File: config.mk
export PLATFORM = sky130hd
export DESIGN_NAME = rf_wport_ctrl
export DESIGN_NICKNAME = d
export VERILOG_FILES = /design/src/rtl/rf_ctrl_pkg.sv /design/src/rtl/rf_wport_ctrl_rr_arbiter.sv /design/src/rtl/rf_wport_ctrl.sv
export SDC_FILE = /design/constraint.sdc
export NUM_CORES = 1
export LEC_CHECK = 0
export CAP_MARGIN = 20
export CELL_PAD_IN_SITES_DETAIL_PLACEMENT = 0
export CELL_PAD_IN_SITES_GLOBAL_PLACEMENT = 1
export CORE_ASPECT_RATIO = 0.75
export CORE_UTILIZATION = 28
export DETAILED_ROUTE_END_ITERATION = 16
export GPL_TIMING_DRIVEN = 0
export PLACE_DENSITY_LB_ADDON = 0.2
export RECOVER_POWER = 100
export SYNTH_ARGS = -nofsm -noshare
export SYNTH_HDL_FRONTEND = slang
export SYNTH_HIERARCHICAL = 1
export SYNTH_SLANG_ARGS = --single-unit
export TNS_END_PERCENT = 30
File: constraint.sdc
create_clock -name clk -period 1.71 [get_ports clk]
set_input_delay 0.171 -clock clk [delete_from_list [all_inputs] [get_ports clk]]
set_output_delay 0.171 -clock clk [all_outputs]
set_load 0.05 [all_outputs]
File: src/rtl/rf_ctrl_pkg.sv
// Shared constants and types for the register-file write-port controller.
package rf_ctrl_pkg;

  localparam int unsigned RF_ADDR_W   = 5;
  localparam int unsigned RF_DATA_W   = 32;
  localparam int unsigned RF_DEPTH    = 32;
  localparam int unsigned RF_LAST_REG = 31;
  localparam int unsigned SKIP_CNT_W  = 16;

  typedef enum logic {
    INIT = 1'b0,
    ARB  = 1'b1
  } state_t;

  // One register-file write: destination and payload.
  typedef struct packed {
    logic [RF_ADDR_W-1:0] addr;
    logic [RF_DATA_W-1:0] data;
  } rf_wr_t;

endpackage

File: src/rtl/rf_wport_ctrl_rr_arbiter.sv
// Combinational round-robin arbiter: first requester at or above i_ptr wins, wrapping at N.
module rr_arbiter #(
  parameter int unsigned N     = 2,
  parameter int unsigned PTR_W = $clog2(N)
) (
  input  logic [N-1:0]     i_req,
  input  logic [PTR_W-1:0] i_ptr,
  output logic [N-1:0]     o_gnt,
  output logic [PTR_W-1:0] o_gnt_idx
);

  logic [2*N-1:0] w_dbl;
  logic [N-1:0]   w_rot;
  logic           w_found;
  logic [PTR_W:0] w_sum;

  // Rotate requests so i_ptr sits at bit 0, pick the lowest set bit, then un-rotate the index.
  always_comb begin
    w_dbl     = {i_req, i_req} >> i_ptr;
    w_rot     = w_dbl[N-1:0];
    w_found   = 1'b0;
    w_sum     = '0;
    o_gnt_idx = '0;
    o_gnt     = '0;
    for (int unsigned k = 0; k < N; k++) begin
      if (!w_found && w_rot[k]) begin
        w_found = 1'b1;
        w_sum   = {1'b0, i_ptr} + (PTR_W+1)'(k);
      end
    end
    if (w_sum >= (PTR_W+1)'(N)) begin
      o_gnt_idx = PTR_W'(w_sum - (PTR_W+1)'(N));
    end else begin
      o_gnt_idx = PTR_W'(w_sum);
    end
    if (w_found) begin
      o_gnt = N'(1) << o_gnt_idx;
    end
  end

endmodule

File: src/rtl/rf_wport_ctrl.sv
// Register-file write-port owner: zero sweep after reset, then round-robin writeback arbitration.
// Optional macro RF_ZERO_SKIP_EN: accepted writes to r0 are dropped and counted on skip_cnt.
module rf_wport_ctrl
  import rf_ctrl_pkg::*;
#(
  parameter int unsigned    N_REQ      = 2,
  parameter bit             INIT_SWEEP = 1'b1,
  parameter logic [31:0]    INIT_VALUE = 32'h0
) (
  input  logic                         clk,
  input  logic                         rst,
  input  logic [N_REQ-1:0]             req_valid,
  input  logic [RF_ADDR_W*N_REQ-1:0]   req_addr,
  input  logic [RF_DATA_W*N_REQ-1:0]   req_data,
  output logic [N_REQ-1:0]             req_ready,
  output logic                         wE,
  output logic [RF_ADDR_W-1:0]         rW,
  output logic [RF_DATA_W-1:0]         busW,
  output logic                         init_done
`ifdef RF_ZERO_SKIP_EN
  , output logic [SKIP_CNT_W-1:0]      skip_cnt
`endif
);

  localparam int unsigned PTR_W = $clog2(N_REQ);

  state_t                 r_state, w_state_nxt;
  logic [RF_ADDR_W-1:0]   r_sweep_cnt, w_sweep_nxt;
  logic [PTR_W-1:0]       r_rr_ptr, w_ptr_nxt;
  logic                   r_we, w_we_nxt;
  rf_wr_t                 r_wr, w_wr_nxt;
  logic                   r_init_done, w_init_done_nxt;
  logic [N_REQ-1:0]       w_gnt;
  logic [PTR_W-1:0]       w_gnt_idx;
  logic [N_REQ-1:0]       w_ready;
  rf_wr_t                 w_sel;
`ifdef RF_ZERO_SKIP_EN
  logic [SKIP_CNT_W-1:0]  r_skip_cnt, w_skip_nxt;
`endif

  rr_arbiter #(
    .N     (N_REQ),
    .PTR_W (PTR_W)
  ) u_arb (
    .i_req     (req_valid),
    .i_ptr     (r_rr_ptr),
    .o_gnt     (w_gnt),
    .o_gnt_idx (w_gnt_idx)
  );

  // Accept only in ARB and never in a reset cycle; depends on valid/state, not data.
  always_comb begin
    w_ready = '0;
    if (r_state == ARB && !rst) begin
      w_ready = w_gnt;
    end
  end

  // Pick the granted requester's address/data (one-hot OR mux).
  always_comb begin
    w_sel = '0;
    for (int unsigned i = 0; i < N_REQ; i++) begin
      if (w_gnt[i]) begin
        w_sel.addr = req_addr[i*RF_ADDR_W +: RF_ADDR_W];
        w_sel.data = req_data[i*RF_DATA_W +: RF_DATA_W];
      end
    end
  end

  // Next-state and next-output logic.
  always_comb begin
    w_state_nxt     = r_state;
    w_sweep_nxt     = r_sweep_cnt;
    w_ptr_nxt       = r_rr_ptr;
    w_we_nxt        = 1'b0;
    w_wr_nxt        = r_wr;
    w_init_done_nxt = r_init_done;
`ifdef RF_ZERO_SKIP_EN
    w_skip_nxt      = r_skip_cnt;
`endif
    case (r_state)
      INIT: begin
        // The cycle presenting the last sweep write hands over to arbitration.
        if (r_we && r_wr.addr == RF_ADDR_W'(RF_LAST_REG)) begin
          w_state_nxt     = ARB;
          w_init_done_nxt = 1'b1;
        end else begin
          w_we_nxt      = 1'b1;
          w_wr_nxt.addr = r_sweep_cnt;
          w_wr_nxt.data = INIT_VALUE;
          w_sweep_nxt   = r_sweep_cnt + RF_ADDR_W'(1);
        end
      end
      ARB: begin
        w_init_done_nxt = 1'b1;
        if (|(req_valid & w_ready)) begin
          w_we_nxt = 1'b1;
          w_wr_nxt = w_sel;
`ifdef RF_ZERO_SKIP_EN
          if (w_sel.addr == '0) begin
            w_we_nxt   = 1'b0;
            w_skip_nxt = r_skip_cnt + SKIP_CNT_W'(1);
          end
`endif
          if (w_gnt_idx == PTR_W'(N_REQ-1)) begin
            w_ptr_nxt = '0;
          end else begin
            w_ptr_nxt = w_gnt_idx + PTR_W'(1);
          end
        end
      end
      default: ;
    endcase
  end

  // State and output registers with synchronous reset.
  always_ff @(posedge clk) begin
    if (rst) begin
      r_state     <= INIT_SWEEP ? INIT : ARB;
      r_sweep_cnt <= RF_ADDR_W'(1);
      r_rr_ptr    <= '0;
      r_we        <= 1'b0;
      r_wr        <= '0;
      r_init_done <= 1'b0;
`ifdef RF_ZERO_SKIP_EN
      r_skip_cnt  <= '0;
`endif
    end else begin
      r_state     <= w_state_nxt;
      r_sweep_cnt <= w_sweep_nxt;
      r_rr_ptr    <= w_ptr_nxt;
      r_we        <= w_we_nxt;
      r_wr        <= w_wr_nxt;
      r_init_done <= w_init_done_nxt;
`ifdef RF_ZERO_SKIP_EN
      r_skip_cnt  <= w_skip_nxt;
`endif
    end
  end

  assign req_ready = w_ready;
  assign wE        = r_we;
  assign rW        = r_wr.addr;
  assign busW      = r_wr.data;
  assign init_done = r_init_done;
`ifdef RF_ZERO_SKIP_EN
  assign skip_cnt  = r_skip_cnt;
`endif

endmodule

==> results_dict.tcl <==
set metrics [dict create \
    netlist.area_leader.share_pct 40.3 \
    drive_above_1_share_pct 10.4 \
    clock_latency_ns 0.29 \
    cts_made_buffers 5 \
    wirelength_um 7230 \
    hp-class "in2reg" \
    first_global_vias 2322 \
    nNetsFinal 474 \
    grt_max_degree 14 \
    diodes 0 \
    layout.cells.non_filler 501 \
    ys_async_sr_fraction_pct 0 \
    io_buffer_count 117 \
    drc 0 \
    ys_ff_latch 46 \
    cp_max_fo 2 \
    critPathCaptureType "output port" \
    power_density_nw_per_um2 598 \
    post-route-period-util_pct 95.7 \
    vias 2410 \
    gr-total-overflow 0 \
    hold_viol 0 \
    vias_per_cell 4.81 \
    cap_violations 0 \
    yosys_warnings 6 \
    num-fill-cells 836 \
    cts_htree_levels 2 \
    final_core_util_pct 46.2 \
    timing.final.ws_setup_ns 0.0727 \
    finalCriticalPeriod_ns 1.64 \
    use_met1_pct 23.1 \
    seqCellArea_um2 922 \
    critPathLaunchType "flip-flop" \
    syn_area_per_cell_um2 8.44 \
    num_rows 28 \
    ir_drop_uv 264 \
    tightest_slew_ns 0.620 \
    yosysUniqueCellTypes 35 \
    dp_hpwl_um 5310 \
    maxSlewHeadroom_pct 58.8 \
    drt_pre_antenna_iters 4 \
    pre_cts_ws_ns -0.541 \
    dp_cells 493 \
    clkTransAtPathRegs_ns 0.09 \
    status "finished, final reports clean" \
    cts_hold_buf 0 \
    fmax_mhz 611 \
    fin_tns_setup_ns 0 \
    synth_nets 350 \
    grt_usage_pct 17.1 \
    synthCells 271 \
    ys.flop_type "dfxtp_1" \
    yosysSeqAreaShare_pct 40.3 \
    worst-endpoint-required_ns 1.54 \
    path_delay_family "buffers and inverters" \
    design.core.area_um2 7920 \
    cts_tree "done" \
    crit_chain "clkdlybuf4s50_1" \
    synth_most_common_cell "dfxtp_1" \
    drt-initial-drc-count 69 \
    busiest_layer "met2" \
    finClkSkew_ns 0.0115 \
    drv_slew 0 \
    antenna_found_initial 0 \
    max_stage_delay_ns 0.83 \
    use_met3_pct 5.28 \
    netlist_top_cells_count "46 x dfxtp_1, 44 x nand2_1, 38 x a21oi_1, 34 x nand3_1, 32 x a22o_1" \
    grt_pass1_wl_um 11500 \
    critPathBufInv 1 \
    post-cts-setup-buffer-count 0 \
    leakage_nw 1.40 \
    multiInputGateArea_um2 1190 \
    syn_area_um2 2290 \
    start_util_pct 28.9 \
    die_h_um 80.3 \
    cts_root_buf "clkbuf_8" \
    io_pins 119 \
    drtAntennaViolNets 0 \
    die_area_um2 8540 \
    synth-edff-count 0 \
    use_met2_pct 26.8 \
    yosys.area.top_type "dfxtp_1" \
    rsz0062_at_grt "false" \
    crit_type "reg2out" \
    cts.sinks 46 \
    clockBufferDepth 2 \
    setup_viol 0 \
    avgRoutedWirePerCell_um 14.4 \
    cpMaxStageDelayCell "clkdlybuf4s50_1" \
    area_growth_syn_to_layout_pct 59.8 \
    die_w_um 106 \
    synth.area.top_cells "dfxtp_1 40%, a22o_1 12%, a21oi_1 8.3%" \
    arrival_ns 1.47 \
    gp_congestion 0.777 \
]
## kinds of logic (layout without fill, tap and decap cells)
logic type | after synthesis | after routing | synth area share, %
flip-flops | 46 | 46 | 40.3
AO/OA/AOI/OAI | 86 | 86 | 27.8
buffers and inverters | 29 | 154 | 7.22
adder cells (fa/ha/maj) | 1 | 1 | 0.547
AND/OR/NAND/NOR | 106 | 106 | 23.0
XOR/XNOR | 3 | 3 | 1.15
## flip-flops by register name, summed over array words and instances, names as in the netlist
signal       flops
r_state          1
wE               1
busW            32
rW               5
init_done        1
r_rr_ptr         1
r_sweep_cnt      5
## layout make-up
cell class / count / area share (%)
multi-input combinational: 196 / 32.6
timing repair buffer: 117 / 31.3
sequential: 46 / 25.2
buffer: 26 / 4.48
tap: 105 / 3.59
clock buffer: 7 / 2.36
inverter: 3 / 0.308
clock inverter: 1 / 0.137
## per-stage QoR
| step | cell area [µm²] | hold slack (ns) | total power [W] |
|---|---|---|---|
| after CTS | 3680 | 0.0930 | 0.00223 |
| after floorplan | 2290 | 0.386 | 0.00130 |
| final | 3650 | 0.0943 | 0.00219 |
| after global placement | 3590 | 0.413 | 0.00153 |
| after detailed placement | 3590 | 0.417 | 0.00153 |
| after global routing | 3650 | 0.0871 | 0.00230 |
## where the power goes
part	total, W	leakage [nW]	switching, W	internal [W]
Combinational	0.000398	0.977	0.000155	0.000243
Sequential	0.00110	0.373	0.0000174	0.00109
Clock	0.000684	0.0482	0.000357	0.000327
## layer usage
metal / vias to the layer above / part of all wire (%)
met2: 87 / 42
met5: - / 0
li1: 1218 / -
met4: 0 / 0.64
met3: 5 / 7.9
met1: 1100 / 50
## timing repair
item / CTS / global route
gates resized for setup: 13 / 12
setup endpoints to repair: 29 / 35
pin swaps: 0 / 0
## placed cells by master, fill, tap and decap left out, types with 2 or more instances in the layout
cell / instances
clkdlybuf4s50_1: 109
dfxtp_1: 45
nand2_1: 44
a21oi_1: 38
nand3_1: 34
a22o_1: 32
nor2_1: 14
clkbuf_1: 10
buf_2: 7
clkbuf_8: 6
clkbuf_2: 5
buf_6: 4
buf_4: 4
nand4b_2: 4
o41ai_1: 4
inv_1: 3
nor2b_1: 2
o21ai_0: 2
xor2_1: 2
clkbuf_4: 2
dlymetal6s2s_1: 2
a21boi_4: 2
## path summary, 6_finish.rpt
check	end	cells past startpoint	slack [ns]	from
worst max-delay path	busW[10]	1	0.07	busW[10]$_SDFFE_PP0P_
worst min-delay path	rW[1]$_SDFFE_PP0P_	2	0.09	rst
worst max register to register	busW[28]$_SDFFE_PP0P_	8	0.13	r_rr_ptr$_SDFFE_PP0P_
worst min register to register	busW[25]$_SDFFE_PP0P_	2	0.47	busW[25]$_SDFFE_PP0P_
(Power assumes the default switching activity.)
